===== src/rtl/alu_sched_pkg.sv =====
// Shared definitions for alu_sched: SPARC ALU opcodes, icc bit positions,
// scheduler states and opcode decode helpers.
package alu_sched_pkg;

  localparam logic [5:0] ADD     = 6'b000000;
  localparam logic [5:0] AND     = 6'b000001;
  localparam logic [5:0] OR      = 6'b000010;
  localparam logic [5:0] XOR     = 6'b000011;
  localparam logic [5:0] SUB     = 6'b000100;
  localparam logic [5:0] ANDN    = 6'b000101;
  localparam logic [5:0] ORN     = 6'b000110;
  localparam logic [5:0] XNOR    = 6'b000111;
  localparam logic [5:0] ADDX    = 6'b001000;
  localparam logic [5:0] SUBX    = 6'b001100;
  localparam logic [5:0] ADDCC   = 6'b010000;
  localparam logic [5:0] ANDCC   = 6'b010001;
  localparam logic [5:0] ORCC    = 6'b010010;
  localparam logic [5:0] XORCC   = 6'b010011;
  localparam logic [5:0] SUBCC   = 6'b010100;
  localparam logic [5:0] ANDNCC  = 6'b010101;
  localparam logic [5:0] ORNCC   = 6'b010110;
  localparam logic [5:0] XNORCC  = 6'b010111;
  localparam logic [5:0] ADDXCC  = 6'b011000;
  localparam logic [5:0] SUBXCC  = 6'b011100;
  localparam logic [5:0] SLL     = 6'b100101;
  localparam logic [5:0] SRL     = 6'b100110;
  localparam logic [5:0] SRA     = 6'b100111;

  localparam int ICC_N = 3;
  localparam int ICC_Z = 2;
  localparam int ICC_V = 1;
  localparam int ICC_C = 0;

  typedef enum logic [1:0] {
    ST_IDLE = 2'd0,
    ST_EXEC = 2'd1,
    ST_DONE = 2'd2
  } state_t;

  typedef enum logic [1:0] {
    ICC_KEEP  = 2'd0,
    ICC_ARITH = 2'd1,
    ICC_LOGIC = 2'd2
  } icc_cls_t;

  function automatic logic op_legal(input logic [5:0] op);
    logic ok;
    if (op[5] == 1'b0) begin
      ok = (op[3] == 1'b0) || (op[1:0] == 2'b00);
    end else begin
      ok = (op == SLL) || (op == SRL) || (op == SRA);
    end
    return ok;
  endfunction

  // Flag-setting ops live at op[5:4]=01; the low bits split arith from logic.
  function automatic icc_cls_t icc_class(input logic [5:0] op);
    icc_cls_t cls;
    if (op[5:4] == 2'b01) begin
      if (op[1:0] == 2'b00) begin
        cls = ICC_ARITH;
      end else begin
        cls = ICC_LOGIC;
      end
    end else begin
      cls = ICC_KEEP;
    end
    return cls;
  endfunction

endpackage


===== src/rtl/alu_sched_rr_arbiter.sv =====
// Two-way round-robin arbiter; the priority pointer moves only when a grant
// is actually accepted.
module alu_rr_arbiter (
  input  logic clk,
  input  logic reset,
  input  logic req0,
  input  logic req1,
  input  logic accept,
  output logic gnt0,
  output logic gnt1
);

  logic prio_r;  // 0: req0 wins a tie, 1: req1 wins a tie

  always_comb begin
    if (req0 && req1) begin
      gnt0 = ~prio_r;
      gnt1 = prio_r;
    end else begin
      gnt0 = req0;
      gnt1 = req1;
    end
  end

  always_ff @(posedge clk) begin
    if (reset) begin
      prio_r <= 1'b0;
    end else if (accept) begin
      prio_r <= gnt0;
    end else begin
      prio_r <= prio_r;
    end
  end

endmodule


===== src/rtl/alu_sched.sv =====
// Two-requester ALU scheduler owning the SPARC icc flags.
// Optional ALU_SCHED_ICC_WR_EN adds a direct icc write port (WRPSR path).
module alu_sched
  import alu_sched_pkg::*;
(
  input  logic        clk,
  input  logic        reset,
  input  logic        req0_valid,
  output logic        req0_ready,
  input  logic [5:0]  req0_op,
  input  logic [31:0] req0_a,
  input  logic [31:0] req0_b,
  input  logic        req1_valid,
  output logic        req1_ready,
  input  logic [5:0]  req1_op,
  input  logic [31:0] req1_a,
  input  logic [31:0] req1_b,
  output logic        resp_valid,
  input  logic        resp_ready,
  output logic        resp_id,
  output logic [31:0] resp_result,
  output logic        resp_err,
`ifdef ALU_SCHED_ICC_WR_EN
  input  logic        icc_wr_en,
  input  logic [3:0]  icc_wr_data,
`endif
  output logic [3:0]  icc,
  output logic [5:0]  alu_opcode,
  output logic [31:0] alu_a,
  output logic [31:0] alu_b,
  output logic        alu_carry,
  input  logic [31:0] alu_result,
  input  logic        alu_n,
  input  logic        alu_z,
  input  logic        alu_c,
  input  logic        alu_v
);

  state_t      state_r;
  logic        id_r;
  logic        err_r;
  logic        gnt0, gnt1;
  logic        can_accept, accept;
  logic [5:0]  sel_op;
  logic [31:0] sel_a, sel_b;

  alu_rr_arbiter u_arb (
    .clk    (clk),
    .reset  (reset),
    .req0   (req0_valid),
    .req1   (req1_valid),
    .accept (accept),
    .gnt0   (gnt0),
    .gnt1   (gnt1)
  );

  assign can_accept = (state_r == ST_IDLE) || ((state_r == ST_DONE) && resp_ready);
  assign req0_ready = can_accept & gnt0;
  assign req1_ready = can_accept & gnt1;
  assign accept     = (req0_valid & req0_ready) | (req1_valid & req1_ready);
  assign alu_carry  = icc[ICC_C];

  always_comb begin
    if (gnt1) begin
      sel_op = req1_op;
      sel_a  = req1_a;
      sel_b  = req1_b;
    end else begin
      sel_op = req0_op;
      sel_a  = req0_a;
      sel_b  = req0_b;
    end
  end

  // Sequencer: accept, one EXEC cycle on the external ALU, then hold the response.
  always_ff @(posedge clk) begin
    if (reset) begin
      state_r     <= ST_IDLE;
      id_r        <= 1'b0;
      err_r       <= 1'b0;
      icc         <= 4'b0000;
      resp_valid  <= 1'b0;
      resp_id     <= 1'b0;
      resp_result <= 32'd0;
      resp_err    <= 1'b0;
      alu_opcode  <= 6'd0;
      alu_a       <= 32'd0;
      alu_b       <= 32'd0;
    end else begin
      // Illegal ops leave the ALU operands untouched so nothing is issued.
      if (accept) begin
        id_r  <= gnt1;
        err_r <= ~op_legal(sel_op);
        if (op_legal(sel_op)) begin
          alu_opcode <= sel_op;
          alu_a      <= sel_a;
          alu_b      <= sel_b;
        end
      end

      case (state_r)
        ST_IDLE: begin
          state_r <= accept ? ST_EXEC : ST_IDLE;
        end
        ST_EXEC: begin
          resp_valid  <= 1'b1;
          resp_id     <= id_r;
          resp_err    <= err_r;
          resp_result <= err_r ? 32'd0 : alu_result;
          if (!err_r) begin
            case (icc_class(alu_opcode))
              ICC_ARITH: icc <= {alu_n, alu_z, alu_v, alu_c};
              ICC_LOGIC: icc <= {alu_n, alu_z, 2'b00};
              default:   icc <= icc;
            endcase
          end
          state_r <= ST_DONE;
        end
        ST_DONE: begin
          if (resp_ready) begin
            resp_valid <= 1'b0;
            state_r    <= accept ? ST_EXEC : ST_IDLE;
          end
        end
        default: begin
          state_r <= ST_IDLE;
        end
      endcase

`ifdef ALU_SCHED_ICC_WR_EN
      // Placed last so an external write overrides a same-cycle ALU update.
      if (icc_wr_en) begin
        icc <= icc_wr_data;
      end
`endif
    end
  end

endmodule


===== config.mk =====
export PLATFORM = sky130hd
export DESIGN_NAME = alu_sched
export DESIGN_NICKNAME = d
export VERILOG_FILES = /design/src/rtl/alu_sched_pkg.sv /design/src/rtl/alu_sched_rr_arbiter.sv /design/src/rtl/alu_sched.sv
export SDC_FILE = /design/constraint.sdc
export NUM_CORES = 1
export LEC_CHECK = 0
export BUFFER_PORTS_ARGS = -buffer_cell sky130_fd_sc_hd__buf_2
export CORE_MARGIN = 10
export CORE_UTILIZATION = 49
export CTS_CLUSTER_DIAMETER = 100
export DETAILED_ROUTE_END_ITERATION = 10
export HOLD_SLACK_MARGIN = 0.02
export PLACE_DENSITY = 0.87
export SLEW_MARGIN = 20
export SYNTH_ARGS = -nofsm -noshare
export SYNTH_HDL_FRONTEND = slang
export SYNTH_SLANG_ARGS = --single-unit
export TNS_END_PERCENT = 100

===== constraint.sdc =====
create_clock -name clk -period 3.4 [get_ports clk]
set_input_delay 0.17 -clock clk [delete_from_list [all_inputs] [get_ports clk]]
set_output_delay 0.17 -clock clk [all_outputs]
set_load 0.1 [all_outputs]

==> flow_metrics.env <==
export IMPL_outcome="complete, no violations"
export IMPL_finalHoldViolations=0
export IMPL_fin_crit_sh=0.616
export IMPL_worst_setup_path_startpoint="resp_ready"
export IMPL_floorplan_io_pins=293
export IMPL_postCtsSetupRepairBufs=0
export IMPL_ys_warn_count=0
export IMPL_overflow=0
export IMPL_io_buffers=292
export IMPL_clock_insertion_delay_worst_skew_ns=0.50
export IMPL_cp_data_arrival_time_ns=2.50
export IMPL_drive_gt1_frac=0.498
export IMPL_finalSetupTns_ns=0
export IMPL_n_antenna_cell=0
export IMPL_die_height_um=125
export IMPL_synth_edff_count=0
export IMPL_drt_first_pass_iters=4
export IMPL_syn_area_per_cell_um2=10.1
export IMPL_start_util=0.499
export IMPL_power_ir_vdd_worst_uv=432
export IMPL_most_common_library_cell_in_the_layout_ignoring_fill_and_taps="buf_2"
export IMPL_fp_dieArea_um2=15600
export IMPL_number_of_filler_cells_placed_in_the_layout=851
export IMPL_async_flop_share=0
export IMPL_timing_final_max_slew_violations=0
export IMPL_gpl_final_weighted_congestion=0.748
export IMPL_syn_nets=715
export IMPL_setup_worst_path_start_class="input port"
export IMPL_p_leak_nw=3.56
export IMPL_criticalPathCategory="in2reg"
export IMPL_cts_resized=0
export IMPL_cp_end_kind="flop"
export IMPL_maximum_clock_rate_ghz=0.477
export IMPL_chipWidth_um=125
export IMPL_vias_in_the_first_global_route=5474
export IMPL_largest_net_degree_at_the_start_of_global_routing=74
export IMPL_drcViolationCount=0
export IMPL_avgViaCountPerCell=5.37
export IMPL_post_synth_inst_count=534
export IMPL_number_of_antenna_violations_at_the_first_check_in_global_routing=0
export IMPL_total_global_route_track_usage=0.213
export IMPL_route_vias_total=5125
export IMPL_std_cell_rows=38
export IMPL_timing_hold_worst_class="in2reg"
export IMPL_htreeDepth=4
export IMPL_required_ns=3.81
export IMPL_grt_pass1_wl_um=28100
export IMPL_finClkSkew_ns=0.00659
export IMPL_final_period_minus_worst_setup_slack_ns=2.10
export IMPL_post_synthesis_cell_area_um2=5410
export IMPL_synthFlopType="dfxtp_1"
export IMPL_core_region_area_um2=10800
export IMPL_tightestPinTransition_ns=0.869
export IMPL_drtAntennaViolNets=0
export IMPL_place_detailed_hpwl_um=12700
export IMPL_design_final_nets=983
export IMPL_routedWlPerCell_um=18.4
export IMPL_min_from="req1_b[16]"
export IMPL_number_of_different_library_cells_in_the_post_synthesis_netlist=32
export IMPL_cts_tree="built"
export IMPL_clock_path_buffers=2
export IMPL_drt_total_wl_um=17600
export IMPL_cap_violations=0
export IMPL_reg2reg_from="state_r[0]$_SDFFE_PP0P_"
export IMPL_timing_slew_headroom=0.420
export IMPL_layout_common_cells="buf_2, dfxtp_1, a21oi_1"
export IMPL_total_power_consumption_of_the_routed_design_mw=4.85
export IMPL_cts_num_sinks=114
export IMPL_dr_first_iter_drc_count=429
export IMPL_cts_made_buffers=17
export IMPL_rsz0062_at_grt="false"
export IMPL_ctsRootBufferMaster="clkbuf_8"
export IMPL_cts_reportedPaths_clkPinSlew_ns=0.06
export IMPL_pwr_density_cell_nw_per_um2=654
export IMPL_area_delta_synth_final_pct=37.0
export IMPL_synth_yosys_seq_area_share=0.422
export IMPL_worstPathMaxFanout=73
export IMPL_postSynthRegisterBits=114
export IMPL_finalSetupViolCount=0
[timing repair]
item / 4_1_cts / 5_1_grt
hold buffers: 8 / 0
hold endpoints to repair: 7 / 0
setup endpoints to repair: 0 / 0
[cells in the mapped netlist (3+ instances only)]
master	n	share of area
dfxtp_1	114	0.42
a21oi_1	110	0.10
mux2i_1	71	0.13
a211oi_2	69	0.16
nor2_1	40	0.028
clkbuf_1	33	0.023
nor3b_1	32	0.044
nand2_1	10	0.0069
buf_2	9	0.0083
buf_12	8	0.030
buf_1	4	0.0028
o21ai_0	4	0.0037
nand2b_1	3	0.0035
nand3_1	3	0.0028
[area by class of cell]
class / instances / area, um^2 / area share
timing repair buffer: 307 / 1630 / 0.219
tap: 140 / 175 / 0.0236
sequential: 114 / 2280 / 0.308
multi-input combinational: 359 / 2750 / 0.371
clock inverter: 11 / 138 / 0.0186
inverter: 3 / 11.3 / 0.00152
clock buffer: 20 / 435 / 0.0587
[worst paths after layout]
| check | end | slack (ns) | cells past startpoint |
|---|---|---|---|
| min reg2reg | icc[2]$_SDFFE_PP0P_ | 0.45 | 2 |
| max reg2reg | alu_a[10]$_SDFFE_PP0P_ | 1.33 | 5 |
| min | alu_b[16]$_SDFFE_PP0P_ | 0.04 | 3 |
| max | alu_a[10]$_SDFFE_PP0P_ | 1.30 | 8 |
[report_power, final]
group	total (mW)	switching [mW]	internal, mW
combinational	1.61	1.24	0.364
clock	1.73	0.603	1.12
sequential	1.51	0.0616	1.45
[routing by layer]
layer | global-route usage | vias up | share of wire
met1 | 0.228 | 2381 | 0.38
met4 | 0.0637 | 0 | 0.016
met2 | 0.356 | 226 | 0.49
met5 | 0 | - | 0
met3 | 0.113 | 22 | 0.12
li1 | - | 2496 | -
[cells by family (layout without fill, tap and decap cells)]
logic type,count (synthesis),count (layout),share of synthesized area
muxes,71,71,0.131
buffers and inverters,61,341,0.0726
DFF,114,114,0.422
AOI/OAI and AO/OA,193,193,0.280
and+or+nand+nor,95,95,0.0946
[sequential cells by signal (all words and copies together), names as in the netlist]
register / flops
alu_b: 32
resp_valid: 1
resp_id: 1
alu_opcode: 6
err_r: 1
u_arb.prio_r: 1
resp_result: 32
icc: 4
state_r: 2
resp_err: 1
id_r: 1
alu_a: 32
[worst max-delay path: stages]
cell and delay, ns:
dlygate4sd3_1 0.54, buf_2 0.11, inv_2 0.04, a21oi_1 0.33, o21a_2 0.21, buf_4 0.61, a21oi_1 0.19, a211oi_2 0.25
[per-stage QoR]
step | setup WS, ns | utilization | cell area [um^2] | hold WS [ns] | std cells
finish | 1.30 | 0.684 | 7410 | 0.0449 | 954
detailed placement | 1.33 | 0.623 | 6760 | 0.422 | 915
floorplan | 1.79 | - | 5410 | 0.286 | 534
global route | 1.16 | 0.684 | 7410 | 0.0322 | 954
global placement | 1.37 | 0.623 | 6760 | 0.414 | 915
CTS | 1.31 | 0.684 | 7410 | 0.0294 | 954
Power figures use the tool's default switching activity.
